===== src/rtl/mem_bank_2rw_arb.sv =====
// mem_bank_2rw_arb: round-robin scheduler that shares one two-port masked
// memory bank among NUM_REQ requesters. Up to two non-conflicting requests
// are granted per cycle, issued from registers onto RW0/RW1, and read data
// is routed back to the owning requester one edge after issue.
module mem_bank_2rw_arb #(
    parameter int NUM_REQ   = 4,
    parameter int REG_DEPTH = 4,
    parameter int REG_WIDTH = 64,
    localparam int AW = (REG_DEPTH > 1) ? $clog2(REG_DEPTH) : 1,
    localparam int W  = REG_WIDTH
) (
    input  logic                  clk,
    input  logic                  rst,
    input  logic [NUM_REQ-1:0]    req_valid,
    output logic [NUM_REQ-1:0]    req_ready,
    input  logic [NUM_REQ-1:0]    req_wmode,
    input  logic [NUM_REQ*AW-1:0] req_addr,
    input  logic [NUM_REQ*W-1:0]  req_wmask,
    input  logic [NUM_REQ*W-1:0]  req_wdata,
    output logic [NUM_REQ-1:0]    rsp_valid,
    output logic [NUM_REQ*W-1:0]  rsp_rdata,
    output logic                  RW0_wmode,
    output logic [AW-1:0]         RW0_addr,
    output logic [W-1:0]          RW0_wmask,
    output logic [W-1:0]          RW0_wdata,
    input  logic [W-1:0]          RW0_rdata,
    output logic                  RW1_wmode,
    output logic [AW-1:0]         RW1_addr,
    output logic [W-1:0]          RW1_wmask,
    output logic [W-1:0]          RW1_wdata,
    input  logic [W-1:0]          RW1_rdata
);

    localparam int IDW = (NUM_REQ > 1) ? $clog2(NUM_REQ) : 1;

    // Per-requester views of the flattened request buses.
    logic [AW-1:0] addr_arr [NUM_REQ];
    logic [W-1:0]  mask_arr [NUM_REQ];
    logic [W-1:0]  data_arr [NUM_REQ];

    for (genvar gi = 0; gi < NUM_REQ; gi++) begin : g_unpack
        assign addr_arr[gi] = req_addr[gi*AW +: AW];
        assign mask_arr[gi] = req_wmask[gi*W +: W];
        assign data_arr[gi] = req_wdata[gi*W +: W];
    end

    logic [IDW-1:0] ptr_q, ptr_d;
    logic           a_found, b_found;
    logic [IDW-1:0] a_idx, b_idx;

    // Issue-stage registers, one set per memory port.
    logic           iv0_q, iv1_q;
    logic [IDW-1:0] own0_q, own1_q;
    logic           wm0_q, wm1_q;
    logic [AW-1:0]  addr0_q, addr1_q;
    logic [W-1:0]   mask0_q, mask1_q, data0_q, data1_q;

    logic [NUM_REQ-1:0] rsp_valid_q;
    logic [NUM_REQ-1:0] hit0, hit1;

    // Round-robin scan from ptr: first valid wins port 0, the next valid one
    // that does not clash with it wins port 1; clashing requesters are skipped.
    always_comb begin : p_arb
        int             cand;
        int             nxt;
        logic [IDW-1:0] idx;
        logic [IDW-1:0] last;
        a_found   = 1'b0;
        b_found   = 1'b0;
        a_idx     = '0;
        b_idx     = '0;
        cand      = 0;
        nxt       = 0;
        idx       = '0;
        last      = '0;
        req_ready = '0;
        for (int k = 0; k < NUM_REQ; k++) begin
            cand = int'(ptr_q) + k;
            if (cand >= NUM_REQ) cand = cand - NUM_REQ;
            idx = IDW'(cand);
            if (req_valid[idx]) begin
                if (!a_found) begin
                    a_found = 1'b1;
                    a_idx   = idx;
                end else if (!b_found && (NUM_REQ > 1) &&
                             !((addr_arr[idx] == addr_arr[a_idx]) &&
                               (req_wmode[idx] | req_wmode[a_idx]))) begin
                    b_found = 1'b1;
                    b_idx   = idx;
                end
            end
        end
        if (a_found) req_ready[a_idx] = 1'b1;
        if (b_found) req_ready[b_idx] = 1'b1;
        // Slot B is always later in scan order, so it is the last grant.
        last = b_found ? b_idx : a_idx;
        nxt  = int'(last) + 1;
        if (nxt >= NUM_REQ) nxt = 0;
        ptr_d = a_found ? IDW'(nxt) : ptr_q;
    end

    // Load issue registers from the winners; an empty slot issues an idle read of 0.
    always_ff @(posedge clk or posedge rst) begin
        if (rst) begin
            ptr_q   <= '0;
            iv0_q   <= 1'b0;
            iv1_q   <= 1'b0;
            own0_q  <= '0;
            own1_q  <= '0;
            wm0_q   <= 1'b0;
            wm1_q   <= 1'b0;
            addr0_q <= '0;
            addr1_q <= '0;
            mask0_q <= '0;
            mask1_q <= '0;
            data0_q <= '0;
            data1_q <= '0;
        end else begin
            ptr_q   <= ptr_d;
            iv0_q   <= a_found;
            own0_q  <= a_idx;
            wm0_q   <= a_found & req_wmode[a_idx];
            addr0_q <= a_found ? addr_arr[a_idx] : '0;
            mask0_q <= a_found ? mask_arr[a_idx] : '0;
            data0_q <= a_found ? data_arr[a_idx] : '0;
            iv1_q   <= b_found;
            own1_q  <= b_idx;
            wm1_q   <= b_found & req_wmode[b_idx];
            addr1_q <= b_found ? addr_arr[b_idx] : '0;
            mask1_q <= b_found ? mask_arr[b_idx] : '0;
            data1_q <= b_found ? data_arr[b_idx] : '0;
        end
    end

    assign RW0_wmode = wm0_q & iv0_q;
    assign RW0_addr  = addr0_q;
    assign RW0_wmask = mask0_q;
    assign RW0_wdata = data0_q;
    assign RW1_wmode = wm1_q & iv1_q;
    assign RW1_addr  = addr1_q;
    assign RW1_wmask = mask1_q;
    assign RW1_wdata = data1_q;

    // Per-requester response capture; a requester owns at most one port per cycle.
    for (genvar gi = 0; gi < NUM_REQ; gi++) begin : g_rsp
        logic [W-1:0] rsp_rdata_q;

        assign hit0[gi] = iv0_q & ~wm0_q & (own0_q == IDW'(gi));
        assign hit1[gi] = iv1_q & ~wm1_q & (own1_q == IDW'(gi));

        // Hold the last read data until the next response to this requester.
        always_ff @(posedge clk or posedge rst) begin
            if (rst) begin
                rsp_rdata_q <= '0;
            end else if (hit0[gi]) begin
                rsp_rdata_q <= RW0_rdata;
            end else if (hit1[gi]) begin
                rsp_rdata_q <= RW1_rdata;
            end
        end

        assign rsp_rdata[gi*W +: W] = rsp_rdata_q;
    end

    // One-cycle response pulse for every read that was on a port last cycle.
    always_ff @(posedge clk or posedge rst) begin
        if (rst) begin
            rsp_valid_q <= '0;
        end else begin
            rsp_valid_q <= hit0 | hit1;
        end
    end

    assign rsp_valid = rsp_valid_q;

endmodule

===== config.mk =====
export PLATFORM = sky130hd
export DESIGN_NAME = mem_bank_2rw_arb
export DESIGN_NICKNAME = d
export VERILOG_FILES = /design/src/rtl/mem_bank_2rw_arb.sv
export SDC_FILE = /design/constraint.sdc
export NUM_CORES = 2
export LEC_CHECK = 0
export ABC_CLOCK_PERIOD_IN_PS = 44400
export BUFFER_PORTS_ARGS = -buffer_cell sky130_fd_sc_hd__buf_2
export CAP_MARGIN = 15
export CORE_AREA = 2 2 467 469
export CTS_CLUSTER_SIZE = 16
export DETAILED_ROUTE_END_ITERATION = 12
export DIE_AREA = 0 0 469 471
export PLACE_DENSITY = 0.3
export SYNTH_ARGS = -nofsm -noshare
export SYNTH_HDL_FRONTEND = slang
export SYNTH_SLANG_ARGS = --single-unit
export TNS_END_PERCENT = 20

===== constraint.sdc =====
create_clock -name clk -period 44.4 [get_ports clk]
set_input_delay 8.88 -clock clk [delete_from_list [all_inputs] [get_ports clk]]
set_output_delay 8.88 -clock clk [all_outputs]
set_load 0.02 [all_outputs]

Word-level counts from Yosys, hierarchy flattened
Cells that the tools add are included.
- register bits: 530
- input port bits: 658
- output and inout port bits: 526
- logic and storage cells: 220
- $add $sub $neg: 8
- order comparisons: 24
- equal/unequal tests: 9
- mux-type cells: 115
- bitwise operators: 29
- reductions and logical operators: 17
- operator list (operator ; count):
    two-way mux 64 bit ; 20
    binary-select mux 64 bit (select 2 bit) ; 4
    two-way mux 2 bit ; 40
    greater-or-equal comparator 3 bit, second input constant ; 12
    binary-select mux 2 bit (select 2 bit) ; 8
    less-than comparator 2 x 3 -> 1 bit, second input constant ; 9
    two-way mux 1 bit ; 27
    binary-select mux 1 bit (select 2 bit) ; 12
    NOT 2 -> 3 bit ; 8
    AND 1 bit ; 14
    equality test 2 bit, second input constant ; 4
    two-way mux 4 bit ; 2
    bitwise OR 4 bit ; 2
    nonzero test 2 bit ; 4
    subtractor 2 x 1 -> 2 bit, second input constant ; 4
    logical AND 1 bit ; 7
    adder 2 x 1 -> 3 bit, second input constant ; 2
    adder 2 x 2 -> 3 bit, second input constant ; 2
    equality test 2 bit ; 3
    demux 1 bit (select 2 bit) ; 2
    equality test 2 x 1 -> 1 bit, second input constant ; 2
    greater-or-equal comparator 2 x 1 -> 1 bit, second input constant ; 2
    zero test 1 bit ; 4
    zero test 2 bit ; 2
    other kinds (3) ; 6

Depth between registers and ports, before layout
- depth after elaboration: 30
- mapped depth: 21
- depth with buffers taken out: 15

Worst setup path before layout
OpenSTA, ideal clock, no wires.
- kind: input to output
- from: input port req_valid[2]
- to: output port req_ready[1]
- arrival: 12.480 ns
- data required time: 35.520 ns
- slack: 23.040 ns
- stages: 18
- path buffers: 5
- cells stage by stage: buf_2 -> clkbuf_1 -> mux2_2 -> nor2_1 -> a21oi_1 -> ha_1 -> inv_1 -> mux4_2 -> xor2_1 -> o31ai_1 -> mux2i_1 -> a211oi_1 -> a31oi_1 -> buf_4 -> buf_6 -> buf_4 -> inv_2 -> o21ai_1
- longest elaborated chain between the ends: 28
- elaborated cells between the ends (all ways): 83
- classes of those cells: 4 x order compare; 3 x eq/ne; 58 x mux; 7 x bitwise; 11 x reduce/logical
- ends and longest elaborated chain (what ; line ; source):
    start, declared ; 14 ; input logic [NUM_REQ-1:0] req_valid,
    binary-select mux 1 bit (select 2 bit) ; 81 ; if (req_valid[idx]) begin
    two-way mux 1 bit (implied by the code) ; 81 ;
    two-way mux 2 bit ; 81 ;
    NOT 2 -> 3 bit (implied by the code) ; 86 ; !((addr_arr[idx] == addr_arr[a_idx]) &&
    binary-select mux 2 bit (select 2 bit) ; 86 ;
    two-way mux 2 bit (implied by the code) (2 in a row) ; 86 ;
    equality test 2 bit ; 86 ;
    logical AND 1 bit ; 86 ;
    [... 12 more ...] ; -- ;
    two-way mux 2 bit (*) ; 81 ;
    named net b_idx[1] ; 49 ; logic [IDW-1:0] a_idx, b_idx;
    less-than comparator 2 x 3 -> 1 bit (implied by the code) / greater-or-equal comparator 2 x 1 -> 1 bit (equally long branches) ; 94 ; if (b_found) req_ready[b_idx] = 1'b1;
    logical AND 1 bit (implied by the code) ; 94 ;
    two-way mux 1 bit (implied by the code) ; 94 ;
    demux 1 bit (select 2 bit) (*) ; 94 ;
    bitwise OR 4 bit (no source line) (*) ; -- ;
    two-way mux 4 bit (*) ; 94 ;
    end, declared ; 15 ; output logic [NUM_REQ-1:0] req_ready,
Mark *: on every way through the listed nets, which the timed path passes. The rest lies on a longest branch. The select of a mux whose other input is x is not followed.

Worst setup path after layout
- from: input port req_valid[2]
- to: output port req_ready[0]
- longest elaborated chain between the ends: 28
- elaborated cells between the ends (all ways): 83
- classes of those cells: 4 x order compare; 3 x eq/ne; 58 x mux; 7 x bitwise; 11 x reduce/logical
- ends and longest elaborated chain (what ; line ; source):
    binary-select mux 1 bit (select 2 bit) ; 81 ;
    two-way mux 1 bit (implied by the code) ; 81 ;
    two-way mux 2 bit ; 81 ;
    NOT 2 -> 3 bit (implied by the code) ; 86 ;
    binary-select mux 2 bit (select 2 bit) ; 86 ;
    two-way mux 2 bit (implied by the code) (2 in a row) ; 86 ;
    equality test 2 bit ; 86 ;
    logical AND 1 bit ; 86 ;
    [... 11 more ...] ; -- ;
    two-way mux 2 bit ; 82 ; if (!a_found) begin
    two-way mux 2 bit ; 81 ;
    less-than comparator 2 x 3 -> 1 bit (implied by the code) / greater-or-equal comparator 2 x 1 -> 1 bit (equally long branches) ; 94 ;
    logical AND 1 bit (implied by the code) ; 94 ;
    two-way mux 1 bit (implied by the code) ; 94 ;
    demux 1 bit (select 2 bit) ; 94 ;
    bitwise OR 4 bit (no source line) ; -- ;
    two-way mux 4 bit (*) ; 94 ;
Every way passes the cells marked *; elsewhere a longest branch is shown, timed or not. The select of a mux whose other input is x is not followed.

==> out/metrics.yaml <==
logic_synthesis:
  ys_warn_count: 0
  synthXorXnorAreaFrac_pct: 0.159
  async_reset_ff_share_pct: 100
  synth_compound_area_share_pct: 8.84
  yosys.area_share.adder_pct: 0.0817
  synth_area_um2: 27600
  ys_ff_latch: 530
  synth_top_family_by_area: "multiplexers"
  syn_inst: 2317
  synth_cell_types: 60
  syn_area_per_cell_um2: 11.9
  syn_nets: 2976
  synth.yosys.seq_area_share_pct: 48.1
  synth-simple-area-share_pct: 7.76
  synth_edf_count: 0
  synth-main-ff-cell: "dfrtp_1"
  synthMuxAreaShare_pct: 31.3
pwr:
  irDropWorstVdd_mv: 0.0918
  power_density_nw_per_um2: 99.0
  cellLeakagePower_uw: 0.0178
  report.power.total_uw: 3890
floorplan:
  placementRows: 171
  start_util_pct: 12.8
  die_w_um: 469
  coreArea_um2: 216000
  die_height_um: 471
  num_io_pins: 1184
  die_area_um2: 221000
critical_path:
  critical_path_class: "in -> out"
  cp_cell_sequence: "buf_2 > mux2_2 > nor2_1 > a21oi_1 > ha_1 > inv_1 > mux4_2 > xor2_1 > o31ai_1 > mux2i_1 > a211oi_1 > a31oi_4 > nand2_4 > o32ai_1 > buf_2"
  slowest_stage: "a31oi_4"
  worstReg2RegStart: "ptr_q[1]"
  crit_fanout: 24
  crit_end: "req_ready[0]"
  endpoint_kind: "primary output"
  worstPathRequired_ps: 35520
  r2r_end: "RW1_wdata[8]"
  reg2reg_depth: 16
  rrSetupSlack_ps: 37800
  start_kind: "primary input"
  crit_arrival_ps: 13450
  cpMostUsedCell: "buf_2"
  slowest_delay_ps: 740
  startpoint: "req_valid[2]"
clocking:
  cts_tree: "built"
  cts_hold_buf: 0
  ctsRootBufferMaster: "clkbuf_16"
  clock-sinks: 530
  post_cts_resize_count: 0
  postCtsSetupBuffers: 0
  clockBufferDepth: 3
  numCtsBuffers: 79
  path_clk_slew_ps: 50
  worstSkewPairLatency_ps: 700
  h-tree-depth: 3
place:
  dp_hpwl_mm: 136
  io_buffers: 1183
  place_congestion: 0.836
timing:
  rsz0062_at_grt: "false"
  tightest_slew_ps: 957
  skew_ps: 29.2
  fin_crit_sh_pct: 50.3
  hold_viol_final: 0
  finalSetupViolCount: 0
  hold_slack_ps: 473
  relSlewSlack_pct: 36.2
  post-route-min-period_ps: 22330
  max_clock_freq_mhz: 44.8
  fin_setup_tns_ps: 0
  slew_viol_final: 0
routing:
  drc: 0
  wl_per_cell_um: 27.5
  antenna_left: 0
  routed_wl_mm: 176
  via_per_inst: 3.85
  first_pass_iters: 4
  drtIter0Drc: 1204
  dr_total_vias: 24600
min_path:
  whs_path_depth: 2
  min_path_type: "reg -> reg"
global_routing:
  grt_pass1_vias: 25400
  grt_max_degree: 130
  antenna_found_initial: 158
  grt_pass1_wl_mm: 234
  grt_usage_pct: 15.3
  gr-total-overflow: 0
cells_and_area:
  drive_gt1_share_pct: 43.4
  nets: 4083
  syn2layout_area_growth_pct: 42.4
  num-fill-cells: 24200
flow_run:
  max-cap-violations: 0
run_status:
  status: "finished, final reports clean"
## per-stage QoR
stage               setup slack, ps  utilization (%)  instances  area (um2)
CTS                           21980             18.1       6330       39100
floorplan                     20710                -       2317       27600
global route                  21690             18.1       6360       39200
finish                        22070             18.2       6393       39300
global placement              21980             16.9       6197       36500
detailed placement            22000             16.9       6197       36500
## synthesized netlist by cell type, drive strengths merged (2+ instances only)
master  count  share of area (%)
a31oi       4              0.091
nor2b       4              0.091
mux4      142                 12
o22ai     134                3.0
nand3b      5               0.14
or3b        2              0.064
dfrtp     530                 48
a21boi      3              0.082
nor3        4              0.073
xnor2       3              0.095
a211oi      3               0.10
o32ai       4               0.13
nor3b       2              0.054
and2      136                3.1
a21oi      75                1.4
clkbuf    103                1.4
xor2        2              0.064
inv        10               0.14
mux2i     537                 20
or2         3              0.068
mux2        5               0.20
nand3       4              0.073
buf        96                2.2
nand2     203                2.8
o21ai     200                3.6
nor2       78                1.1
nand4b      2              0.064
o31ai       2              0.054
## layer usage
metal / vias to the layer above / GRT usage (%) / share of wire [%]
met5: - / 0 / 0.31
met4: 84 / 3.76 / 2.7
met3: 346 / 6.90 / 10
met2: 1064 / 26.6 / 49
met1: 12300 / 16.9 / 37
li1: 10800 / - / -
## sequential cells by signal, summed over array words and instances (netlist names), 4 cells and up
register / cells
RW0_wdata: 64
RW0_wmask: 64
rsp_valid: 4
g_rsp.rsp_rdata_q: 256
RW1_wdata: 64
RW1_wmask: 64
## final cells by class
type,instances,area [um2],area share [%]
well taps,2854,3570,9.09
repair buffers,1225,6260,15.9
clock inverters,15,216,0.551
clock buffers,118,2360,6.00
flip-flops and latches,530,13300,33.8
diodes,63,158,0.401
inverters,10,62.6,0.159
multi-input cells,1578,13400,34.1
## cell families (layout without fill, tap and decap cells)
family          count (synthesis)  count (layout)
mux                           684             684
flops                         530             530
simple gates                  451             451
compound gates                436             436
buf+inv                       209            1368
xor+xnor                        5               5
fa+ha+maj                       2               2
other cells                     0              63
## where the power goes
group	total [uW]	leakage [uW]	internal, uW	switching [uW]
Sequential	858	0.00640	745	113
Clock	647	0.00126	384	264
Combinational	2380	0.0101	884	1500
## worst min-delay path by stage
stage	start	to	slack [ps]
2_1_floorplan	own1_q[0]	rsp_valid[2]	480
3_3_place_gp	g_rsp[0].rsp_rdata_q[20]	g_rsp[0].rsp_rdata_q[20]	460
3_5_place_dp	g_rsp[0].rsp_rdata_q[33]	g_rsp[0].rsp_rdata_q[33]	470
4_1_cts	g_rsp[0].rsp_rdata_q[33]	g_rsp[0].rsp_rdata_q[33]	480
5_1_grt	g_rsp[0].rsp_rdata_q[35]	g_rsp[0].rsp_rdata_q[35]	500
6_report	g_rsp[0].rsp_rdata_q[51]	g_rsp[0].rsp_rdata_q[51]	470
## worst max-delay path, delay by kind of cell
kind / cells / cell delay [ps]
AOI/OAI and AO/OA: 5 / 1790
muxes: 3 / 1130
buffers and inverters: 3 / 710
and+or+nand+nor: 2 / 510
adders and majority gates: 1 / 200
xor gates and xnor gates: 1 / 200
## cells in the final DEF, fill, tap and decap left out, types with 3 or more instances in the layout
master,instances
clkbuf_16,82
inv_1,4
nand3b_1,5
a21boi_1,3
inv_16,3
and2_1,136
diode_2,63
clkinv_2,5
mux4_2,142
mux2i_1,536
nor2_1,75
clkbuf_8,17
xnor2_1,3
or2_2,3
buf_4,40
mux2_2,3
nor3_1,3
a21oi_1,74
o22ai_1,134
buf_2,1183
nor2_4,3
dfrtp_1,530
bufinv_16,3
nor2b_1,4
clkbuf_1,19
inv_8,3
o21ai_0,197
nand2_1,201
nand3_1,4
o32ai_1,4
Note: power is estimated with default switching activity, not from simulation.
